==> src/rtl/toggle_cover_collector.sv <==
// Toggle-coverage collector: sticky rise/fall bitmaps per bit, first hits reported once as indexed events.
// Latency: a toggle sampled at edge t is presented at edge t+1; a stalled event holds its index and pending hits queue losslessly.
module toggle_cover_collector #(
  parameter int          WIDTH       = 65,
  parameter logic [63:0] COVER_INDEX = 64'd0,
  parameter int          COVER_TOTAL = 28338,
  localparam int         NP          = 2 * WIDTH,
  localparam int         CW          = $clog2(2 * WIDTH + 1),
  localparam int         PW          = (NP > 1) ? $clog2(NP) : 1
) (
  input  logic             clock,
  input  logic             reset,
  input  logic             en,
  input  logic             clear,
  input  logic [WIDTH-1:0] sig,
  output logic             evt_valid,
  input  logic             evt_ready,
  output logic [63:0]      evt_index,
  output logic [CW-1:0]    covered_count,
  output logic             all_covered
);

  logic [WIDTH-1:0] prev_q, prev_d;
  logic             primed_q, primed_d;
  logic [NP-1:0]    hit_q, hit_d;
  logic [NP-1:0]    pend_q, pend_d;
  logic             vld_q, vld_d;
  logic [63:0]      idx_q, idx_d;
  logic [CW-1:0]    cnt_q, cnt_d;
  logic             all_q, all_d;

  logic [NP-1:0]    new_pts;
  logic [NP-1:0]    take;
  logic [CW-1:0]    new_cnt;
  logic [PW-1:0]    sel_p;
  logic             sel_vld;
  logic             load;

  // The design-wide total only documents the instance's place in the global point space.
  if (COVER_TOTAL < 0) begin : g_total_unused
  end

  always_comb begin
    new_pts = '0;
    if (en && primed_q) begin
      for (int b = 0; b < WIDTH; b++) begin
        new_pts[2*b]   = ~prev_q[b] & sig[b];
        new_pts[2*b+1] = prev_q[b] & ~sig[b];
      end
    end
    new_pts = new_pts & ~hit_q;
    new_cnt = '0;
    for (int i = 0; i < NP; i++) begin
      new_cnt = new_cnt + CW'(new_pts[i]);
    end
  end

  // Scanning downward leaves the lowest pending point selected.
  always_comb begin
    sel_vld = 1'b0;
    sel_p   = '0;
    for (int i = NP - 1; i >= 0; i--) begin
      if (pend_q[i]) begin
        sel_vld = 1'b1;
        sel_p   = PW'(i);
      end
    end
  end

  assign load = ~vld_q | evt_ready;

  always_comb begin
    take = '0;
    if (load && sel_vld) begin
      take[sel_p] = 1'b1;
    end
  end

  always_comb begin
    prev_d   = prev_q;
    primed_d = primed_q;
    hit_d    = hit_q | new_pts;
    pend_d   = (pend_q & ~take) | new_pts;
    cnt_d    = cnt_q + new_cnt;
    vld_d    = vld_q;
    idx_d    = idx_q;
    if (en) begin
      prev_d   = sig;
      primed_d = 1'b1;
    end
    if (load) begin
      vld_d = sel_vld;
      if (sel_vld) begin
        idx_d = COVER_INDEX + 64'(sel_p);
      end
    end
    if (clear) begin
      prev_d   = prev_q;
      primed_d = 1'b0;
      hit_d    = '0;
      pend_d   = '0;
      cnt_d    = '0;
      vld_d    = 1'b0;
    end
    all_d = (cnt_d == CW'(NP));
  end

  always_ff @(posedge clock or negedge reset) begin
    if (!reset) begin
      prev_q   <= '0;
      primed_q <= 1'b0;
      hit_q    <= '0;
      pend_q   <= '0;
      vld_q    <= 1'b0;
      idx_q    <= '0;
      cnt_q    <= '0;
      all_q    <= 1'b0;
    end else begin
      prev_q   <= prev_d;
      primed_q <= primed_d;
      hit_q    <= hit_d;
      pend_q   <= pend_d;
      vld_q    <= vld_d;
      idx_q    <= idx_d;
      cnt_q    <= cnt_d;
      all_q    <= all_d;
    end
  end

  assign evt_valid     = vld_q;
  assign evt_index     = idx_q;
  assign covered_count = cnt_q;
  assign all_covered   = all_q;

endmodule

==> config.mk <==
export PLATFORM = sky130hd
export DESIGN_NAME = toggle_cover_collector
export DESIGN_NICKNAME = d
export VERILOG_FILES = /design/src/rtl/toggle_cover_collector.sv
export SDC_FILE = /design/constraint.sdc
export NUM_CORES = 1
export LEC_CHECK = 0
export ABC_AREA = 1
export CORE_MARGIN = 3
export CORE_UTILIZATION = 65
export CTS_CLUSTER_SIZE = 16
export DETAILED_ROUTE_END_ITERATION = 7
export DONT_BUFFER_PORTS = 1
export GPL_TIMING_DRIVEN = 0
export HOLD_SLACK_MARGIN = 0.08
export MAX_ROUTING_LAYER = met4
export PLACE_DENSITY = 0.78
export SYNTH_ARGS = -nofsm -noshare
export SYNTH_HDL_FRONTEND = slang
export SYNTH_SLANG_ARGS = --single-unit
export TNS_END_PERCENT = 30
==> constraint.sdc <==
create_clock -name clock -period 16.55 [get_ports clock]
set_input_delay 3.31 -clock clock [delete_from_list [all_inputs] [get_ports clock]]
set_output_delay 3.31 -clock clock [all_outputs]
set_load 0.01 [all_outputs]
; ---- After elaboration in Yosys (flattened, before gate mapping)
; Cells that the tools add are included.
[word_totals]
register_bits = 344
output_inout_bits = 74
wordCells = 688
[op_classes]
n_addsub = 130
magnitude_cmp = 2
eq_ne = 1
n_mux = 271
n_bitwise = 269
reduce_logical = 7
[ops]
columns = operator, n
row1 = 8-bit two-way mux, 131
row2 = 8-bit by 1-bit adder with 8-bit output, 122
row3 = 130-bit two-way mux, 4
row4 = 130-bit AND, 2
row5 = 130-bit NOT, 2
row6 = 130-bit OR, 2
row7 = 1-bit two-way mux, 135
row8 = 1-bit NOT, 132
row9 = 1-bit AND, 130
row10 = "8-bit by 9-bit less-than comparator with 1-bit output, second input constant", 1
row11 = 7-bit by 1-bit adder with 8-bit output, 1
row12 = 8-bit adder, 1
row13 = 1-bit demux with 8-bit select, 1
row14 = "8-bit == test, second input constant", 1
row15 = "8-bit by 1-bit greater-or-equal comparator with 1-bit output, second input constant", 1
row16 = 6-bit by 1-bit adder with 7-bit output, 1
row17 = 5-bit by 1-bit adder with 6-bit output, 1
row18 = 4-bit by 1-bit adder with 5-bit output, 1
row19 = 3-bit by 1-bit adder with 4-bit output, 1
row20 = 2-bit AND reduction, 2
row21 = 2-bit nonzero test, 2
row22 = 2-bit by 1-bit adder with 3-bit output, 1
row23 = 1-bit logical AND, 3
row24 = 1-bit by 1-bit adder with 2-bit output, 1
row25 = 1-bit OR, 1

; ---- Longest topological paths before layout
; Gate-level depths: netlist (run 1).
[depth]
depth_word = 139
mapped_depth = 122
mapped_depth_nobuf = 121

; ---- Least setup slack after synthesis (run 1)
; OpenSTA, ideal clock, no wires.
[synth_path]
kind = in2reg
startpoint = input port en
endpoint = register all_q (netlist: all_covered)
arrival_time_ns = 10.881
required_ns = 16.462
setup_slack_ns = 5.580
path_stages = 33
n_path_buf = 2
path_cell_list = nand2_1 > inv_2 > clkbuf_1 > clkbuf_1 > nand4_1 > fa_1 > inv_1 > fa_1 > fa_1 > fa_1 > inv_1 > fa_1 > inv_1 > fa_1 > fa_1 > fa_1 > fa_1 > fa_1 > ha_1 > nand2_1 > nor2_1 > a211oi_1 > nor2_1 > nor2_1 > inv_1 > a21oi_1 > nor2_1 > nor2_1 > inv_1 > a21oi_1 > o21ai_0 > a21oi_1 > nor3b_1
[synth_between]
elab_chain_cells = 135
[synth_lines]
columns = element, line_no
row1 = from (decl), 13  ; input logic en,
row2 = 1-bit logical AND *, 45  ; if (en && primed_q) begin
row3 = 130-bit two-way mux *, 45
row4 = 130-bit AND *, 51  ; new_pts = new_pts & ~hit_q;
row5 = 1-bit by 1-bit adder with 2-bit output, 54  ; new_cnt = new_cnt + CW'(new_pts[i]);
row6 = 2-bit by 1-bit adder with 3-bit output, 54
row7 = 3-bit by 1-bit adder with 4-bit output, 54
row8 = 4-bit by 1-bit adder with 5-bit output, 54
row9 = 5-bit by 1-bit adder with 6-bit output, 54
row10 = 6-bit by 1-bit adder with 7-bit output, 54
row11 = 7-bit by 1-bit adder with 8-bit output, 54
row12 = 8-bit by 1-bit adder with 8-bit output (121 in a row), 54
row13 = 8-bit by 1-bit adder with 8-bit output *, 54
row14 = 8-bit adder *, 84  ; cnt_d = cnt_q + new_cnt;
row15 = 8-bit two-way mux *, 97  ; if (clear) begin
row16 = via cnt_d[7], 29  ; logic [CW-1:0] cnt_q, cnt_d;
row17 = 8-bit == test *, 105  ; all_d = (cnt_d == CW'(NP));
row18 = via all_d, 30  ; logic all_q, all_d;
row19 = to (signal assigned), 126  ; all_q <= all_d;
row20 = to (decl), 30
; Mark *: on every way through the listed nets, which the timed path passes. The rest lies on a longest branch.
; A chain may end at the register's enable or synchronous reset.

; ---- Worst setup path after layout (run 1)
; Ends and elaborated chain as after synthesis.

==> results of run 1 <==
-- cell usage after synthesis --
library cell  number  area (um2)
inv_1            541        2030
o211ai_1           1        7.51
nand2_1          308        1160
a221oi_1           1        8.76
nor2_1           226         848
nor4b_1            1        8.76
nand4_2            1        12.5
o2111ai_1          2        17.5
o21ai_0          151         756
nand4_1          118         738
buf_4             56         420
buf_1              7        26.3
a21oi_1          276        1380
clkbuf_1          67         251
a211oi_1           2        15.0
dfrtp_1          344        8610
a211o_1            1        8.76
a311oi_1           2        17.5
o21bai_1          35         263
nor3b_1            1        7.51
clkinv_1           1        3.75
nor3_1            13        65.1
o31ai_1            4        30.0
xor2_1             2        17.5
conb_1             1        3.75
nor4_1            11        68.8
nand2_4            3        33.8
nand3_1          126         631
fa_1             120        2400
a31oi_1            2        12.5
xnor2_1            2        17.5
buf_2              7        35.0
ha_1              35         438
inv_2              1        3.75
nand2_2            1        6.26
buf_6              3        33.8
-- power breakdown --
part | internal, mW | switching, mW
clock network | 0.508 | 0.346
logic | 0.459 | 0.854
registers | 0.903 | 0.0501
-- layer usage --
layer / share of wire, % / vias up
met5: 0 / -
met4: 5.7 / 0
met3: 12 / 218
met2: 42 / 1083
met1: 40 / 8390
li1: - / 7896
-- worst max path at each step --
stage | startpoint | end | slack [ps] | cells past startpoint
after global placement | en | all_covered | 3680 | 30
final | en | all_covered | 3930 | 33
after floorplan | en | all_covered | 5580 | 33
after global routing | en | all_covered | 3330 | 35
after CTS | en | all_covered | 4050 | 33
after detailed placement | en | all_covered | 3560 | 33
-- cell families (layout without fill, tap and decap cells) --
| kind of cell | count (synthesis) | after routing | share of synthesized area, % |
|---|---|---|---|
| simple gates | 809 | 809 | 17.5 |
| xor+xnor | 4 | 4 | 0.172 |
| compound gates | 477 | 477 | 12.3 |
| fa+ha+maj | 155 | 155 | 13.9 |
| flops | 344 | 344 | 42.2 |
| other cells | 1 | 59 | 0.0184 |
| buf+inv | 683 | 749 | 13.8 |
-- cells in the final DEF, fill, tap and decap left out, drive strengths merged, types with 3 or more instances in the layout --
cell,synthesis,layout
dfrtp,344,344
nand3,126,126
nor4,11,11
buf,73,73
a21oi,276,276
nor2,226,226
o21bai,35,35
o31ai,4,4
clkinv,1,6
conb,1,56
fa,120,120
inv,542,543
o21ai,151,151
nand2,312,312
diode,0,3
clkbuf,67,125
nor3,13,13
ha,35,35
nand4,119,119
-- worst reg2reg max path: cells and delay by family, from the launching register on --
kind,cells,cell delay [ps]
compound gates,5,960
flops,1,350
buf+inv,8,2020
simple gates,9,1110
fa+ha+maj,11,5670
-- registers in the layout, summed over array words and instances (netlist names) --
register,count
evt_valid,1
hit_q,130
primed_q,1
all_covered,1
prev_q,65
covered_count,8
pend_q,130
evt_index,8
-- final cells by class --
class	instances	area [um2]	share of cell area (%)
plain buffers	140	767	3.43
well taps	396	495	2.22
multi-input cells	1501	9180	41.1
diodes	3	7.51	0.0336
clock buffers	58	1150	5.14
flip-flops and latches	344	8610	38.5
inverters	543	2040	9.13
clock inverters	8	93.8	0.420
==> flow_summary.yaml, run 1 <==
timing:
  fmax_ghz: 0.0793
  setup_viol: 0
  grt_setup_unrepaired: "false"
  maxSlewViolCount: 0
  max_slew_margin_pct: 24.6
  finalHoldViolCount: 0
  post-route-period-util_pct: 76.2
  fin_tns_setup_ps: 0
  hold_ws_ps: 493
  fin_worst_skew_ps: 12.8
  tightest_slew_ps: 1130
  layout_min_cycle_time_ps: 12620
  worst_slack_ps: 3930
placed_design:
  dp_hpwl_mm: 46.6
  portBuffers: 0
  pre_cts_slack_ps: 3560
  dp.cells: 2924
  place.gp.congestion: 1.02
  placed_area_mm2: 0.0211
hold_path:
  worstHoldStart: "primed_q"
  whs_path_depth: 2
  hp-class: "reg -> reg"
  holdPathEnd: "primed_q"
clock_network:
  clk_pin_slew_worst_paths_ps: 50
  cts_buffers: 38
  cts_max_level: 2
  clock_tree.root_cell: "clkbuf_16"
  cts_num_sinks: 344
  cts_setup_buffers: 0
  ctsLongestPathBuffers: 3
  cts_tree: "done"
  clock_latency_ps: 530
  holdBufCountCts: 0
  cts-resized-gates: 0
worst_setup_path:
  startpoint_type: "primary input"
  cp-end-kind: "register"
  path_class: "in -> reg"
  crit_fanout: 10
  path_buf_inv: 8
  worst-r2r-setup-slack_ps: 6350
  cpMaxStageDelayCell: "clkbuf_1"
  reg2reg_to: "all_covered"
  reg2reg_depth: 33
  critPathTopFamily: "adder cells"
  reg2reg_from: "primed_q"
  arrival_ps: 13060
  crit_top_cell: "fa_1"
  slowest_delay_ps: 870
  worstPathRequired_ps: 16990
route:
  vias_per_cell: 5.88
  dr.pass1.iters: 7
  finalWirelength_mm: 64.1
  wl_per_cell_um: 21.4
  antenna_left: 0
  via_count: 17600
  dr.first_iter.drc_count: 2130
  drcViolationCount: 0
global_routing:
  busiest_layer: "met2"
  grt_antenna_before_repair: 3
  grt_use_met1_pct: 55.5
  met3_usage_pct: 10.6
  track_usage_pct: 40.2
  first_global_vias: 17200
  met2_usage_pct: 56.5
  grt_max_degree: 345
  grt_pass1_wl_mm: 98.2
  overflow: 0
die:
  fp.dieArea_mm2: 0.0335
  initial_utilization_pct: 66.3
  core-area_mm2: 0.0307
  row_count: 64
  die_h_um: 183
  fp.dieW_um: 183
  io_pins: 144
final_layout:
  finalCoreUtilization_pct: 72.6
  drive_above_1_share_pct: 4.97
  final_cells: 2993
  fill_cells: 2401
  design_area_mm2: 0.0223
  area_delta_synth_final_pct: 9.57
  nets: 2793
logic_synthesis:
  synth_area_per_cell_um2: 8.24
  syn_inst: 2473
  ys_seq_area_share_pct: 42.2
  yosysUniqueCellTypes: 36
  netlist_area_mm2: 0.0204
  synth_seq_cells: 344
  yosys_warnings: 0
power:
  power.leakage_nw: 11.2
  total_power_mw: 3.12
  p_per_area_mw_per_mm2: 140
  vdd_drop_max_uv: 157
flow_run:
  maxCapViolCount: 0
run_status:
  outcome: "finished clean"
(Power assumes the default switching activity.)
==> inputs of run 2 (changes only) <==
==> constraint.sdc (replaced) <==
create_clock -name clock -period 12.2 [get_ports clock]
set_input_delay 2.44 -clock clock [delete_from_list [all_inputs] [get_ports clock]]
set_output_delay 2.44 -clock clock [all_outputs]
set_load 0.01 [all_outputs]
==> run 2 against run 1 <==
  * Sequential power up 35%
  * Wire length is essentially flat
  * Die area is the same
  * Worst hold slack about the same
  * Combinational power rose by 36%
  * Register-to-register slack got worse by 4000 ps
  * Setup slack worse by 3100 ps
  * Final area is essentially flat
  * First-iteration DRC count increased by 2.2%
  * Core utilization is essentially flat
==> flow_summary.yaml, run 2 (synthesized netlist as in run 1, its figures left out) <==
clock_network:
  cts_tree: "done"
  cts_num_sinks: 344
  cts_max_level: 2
  cts_buffers: 38
  ctsLongestPathBuffers: 3
  cts_setup_buffers: 0
  clk_pin_slew_worst_paths_ps: 50
  clock_tree.root_cell: "clkbuf_16"
  clock_latency_ps: 530
final_layout:
  final_cell_mix: "inv_1, dfrtp_1, nand2_1"
  nets: 2793
  top_regs: "hit_q (130), pend_q (130), prev_q (65)"
  fill_cells: 2400
  area_delta_synth_final_pct: 9.57
  drive_above_1_share_pct: 5.01
  final_common_cell: "inv_1"
  finalCoreUtilization_pct: 72.6
timing:
  tightest_slew_ps: 1160
  fin_worst_skew_ps: 12.6
  grt_setup_unrepaired: "false"
  post-route-period-util_pct: 93.4
  max_slew_margin_pct: 22.4
  fin_tns_setup_ps: 0
  layout_min_cycle_time_ps: 11390
  setup_viol: 0
  finalHoldViolCount: 0
  fmax_ghz: 0.0878
  maxSlewViolCount: 0
worst_setup_path:
  crit_path_start: "en"
  path_class: "in -> reg"
  arrival_ps: 11830
  cpMaxStageDelayCell: "clkbuf_1"
  cp-end-kind: "register"
  crit_fanout: 10
  slowest_delay_ps: 660
  worstPathRequired_ps: 12640
  crit_end: "all_covered"
  crit_top_cell: "fa_1"
  startpoint_type: "primary input"
  reg2reg_from: "primed_q"
  reg2reg_to: "all_covered"
  worst-r2r-setup-slack_ps: 2350
  reg2reg_depth: 33
global_routing:
  first_global_vias: 17200
  grt_antenna_before_repair: 3
  track_usage_pct: 40.2
  busiest_layer: "met2"
  met2_usage_pct: 56.5
  grt_pass1_wl_mm: 98.2
  grt_use_met1_pct: 55.5
  grt_max_degree: 345
  met3_usage_pct: 10.6
  overflow: 0
die:
  core-area_mm2: 0.0307
  io_pins: 144
  die_h_um: 183
  initial_utilization_pct: 66.3
  fp.dieArea_mm2: 0.0335
  row_count: 64
  fp.dieW_um: 183
power:
  vdd_drop_max_uv: 214
  power.leakage_nw: 11.2
  p_per_area_mw_per_mm2: 189
hold_path:
  hp-class: "reg -> reg"
route:
  antenna_left: 0
  dr.first_iter.drc_count: 2176
  drcViolationCount: 0
  wl_per_cell_um: 21.4
  finalWirelength_mm: 64.1
  via_count: 17600
  vias_per_cell: 5.89
  dr.pass1.iters: 7
placed_design:
  dp_hpwl_mm: 46.6
  portBuffers: 0
  place.gp.congestion: 1.02
flow_run:
  maxCapViolCount: 0
run_status:
  outcome: "finished clean"
-- run 2: worst min path at each step --
stage          startpoint        to  slack (ps)  depth (start not counted)
2_1_floorplan    primed_q  primed_q         450                          2
3_3_place_gp     primed_q  primed_q         460                          2
3_5_place_dp     primed_q  primed_q         470                          2
4_1_cts          primed_q  primed_q         480                          2
5_1_grt          primed_q  primed_q         510                          2
6_report         primed_q  primed_q         490                          2
-- run 2: routing by layer --
metal / routed length, um / share of wire [%] / up-vias
met5: 0 / 0 / -
li1: - / - / 7899
met2: 27300 / 43 / 1068
met3: 7960 / 12 / 206
met4: 3540 / 5.5 / 0
met1: 25300 / 39 / 8468
-- run 2: final cells by class --
type	count	area (um2)	area share, %
Multi-Input combinational cell	1501	9180	41.1
Inverter	543	2040	9.12
Buffer	140	768	3.44
Clock buffer	58	1150	5.14
Clock inverter	8	93.8	0.420
Tap cell	396	495	2.22
Antenna cell	3	7.51	0.0336
Sequential cell	344	8610	38.5
-- run 2: stage by stage --
stage                     hold slack, ps  power, mW  cells  worst slack [ps]  area, um2
final                                493       4.23   2993               808      22300
after global routing                 509       4.49   2993               278      22300
after CTS                            482       4.18   2990               569      22300
after detailed placement             466       3.02   2924              83.1      21100
after global placement               463       2.94   2924               204      21100
after floorplan                      450       2.46   2528              2100      20600
-- run 2: critical path: cells and delay by family --
family / cells / cell delay [ps]
compound gates: 5 / 960
fa+ha+maj: 11 / 5610
simple gates: 9 / 990
buf+inv: 8 / 1790
-- run 2: report_power, final --
part	total (mW)	switching (mW)	internal, mW
Clock	1.16	0.468	0.689
Combinational	1.78	1.16	0.621
Sequential	1.29	0.0680	1.23
Total	4.23	1.70	2.54
-- run 2: repair_timing --
item,4_1_cts,5_1_grt
endpoints found under the setup margin,0,1
gates resized for setup,0,3
hold buffers,0,0
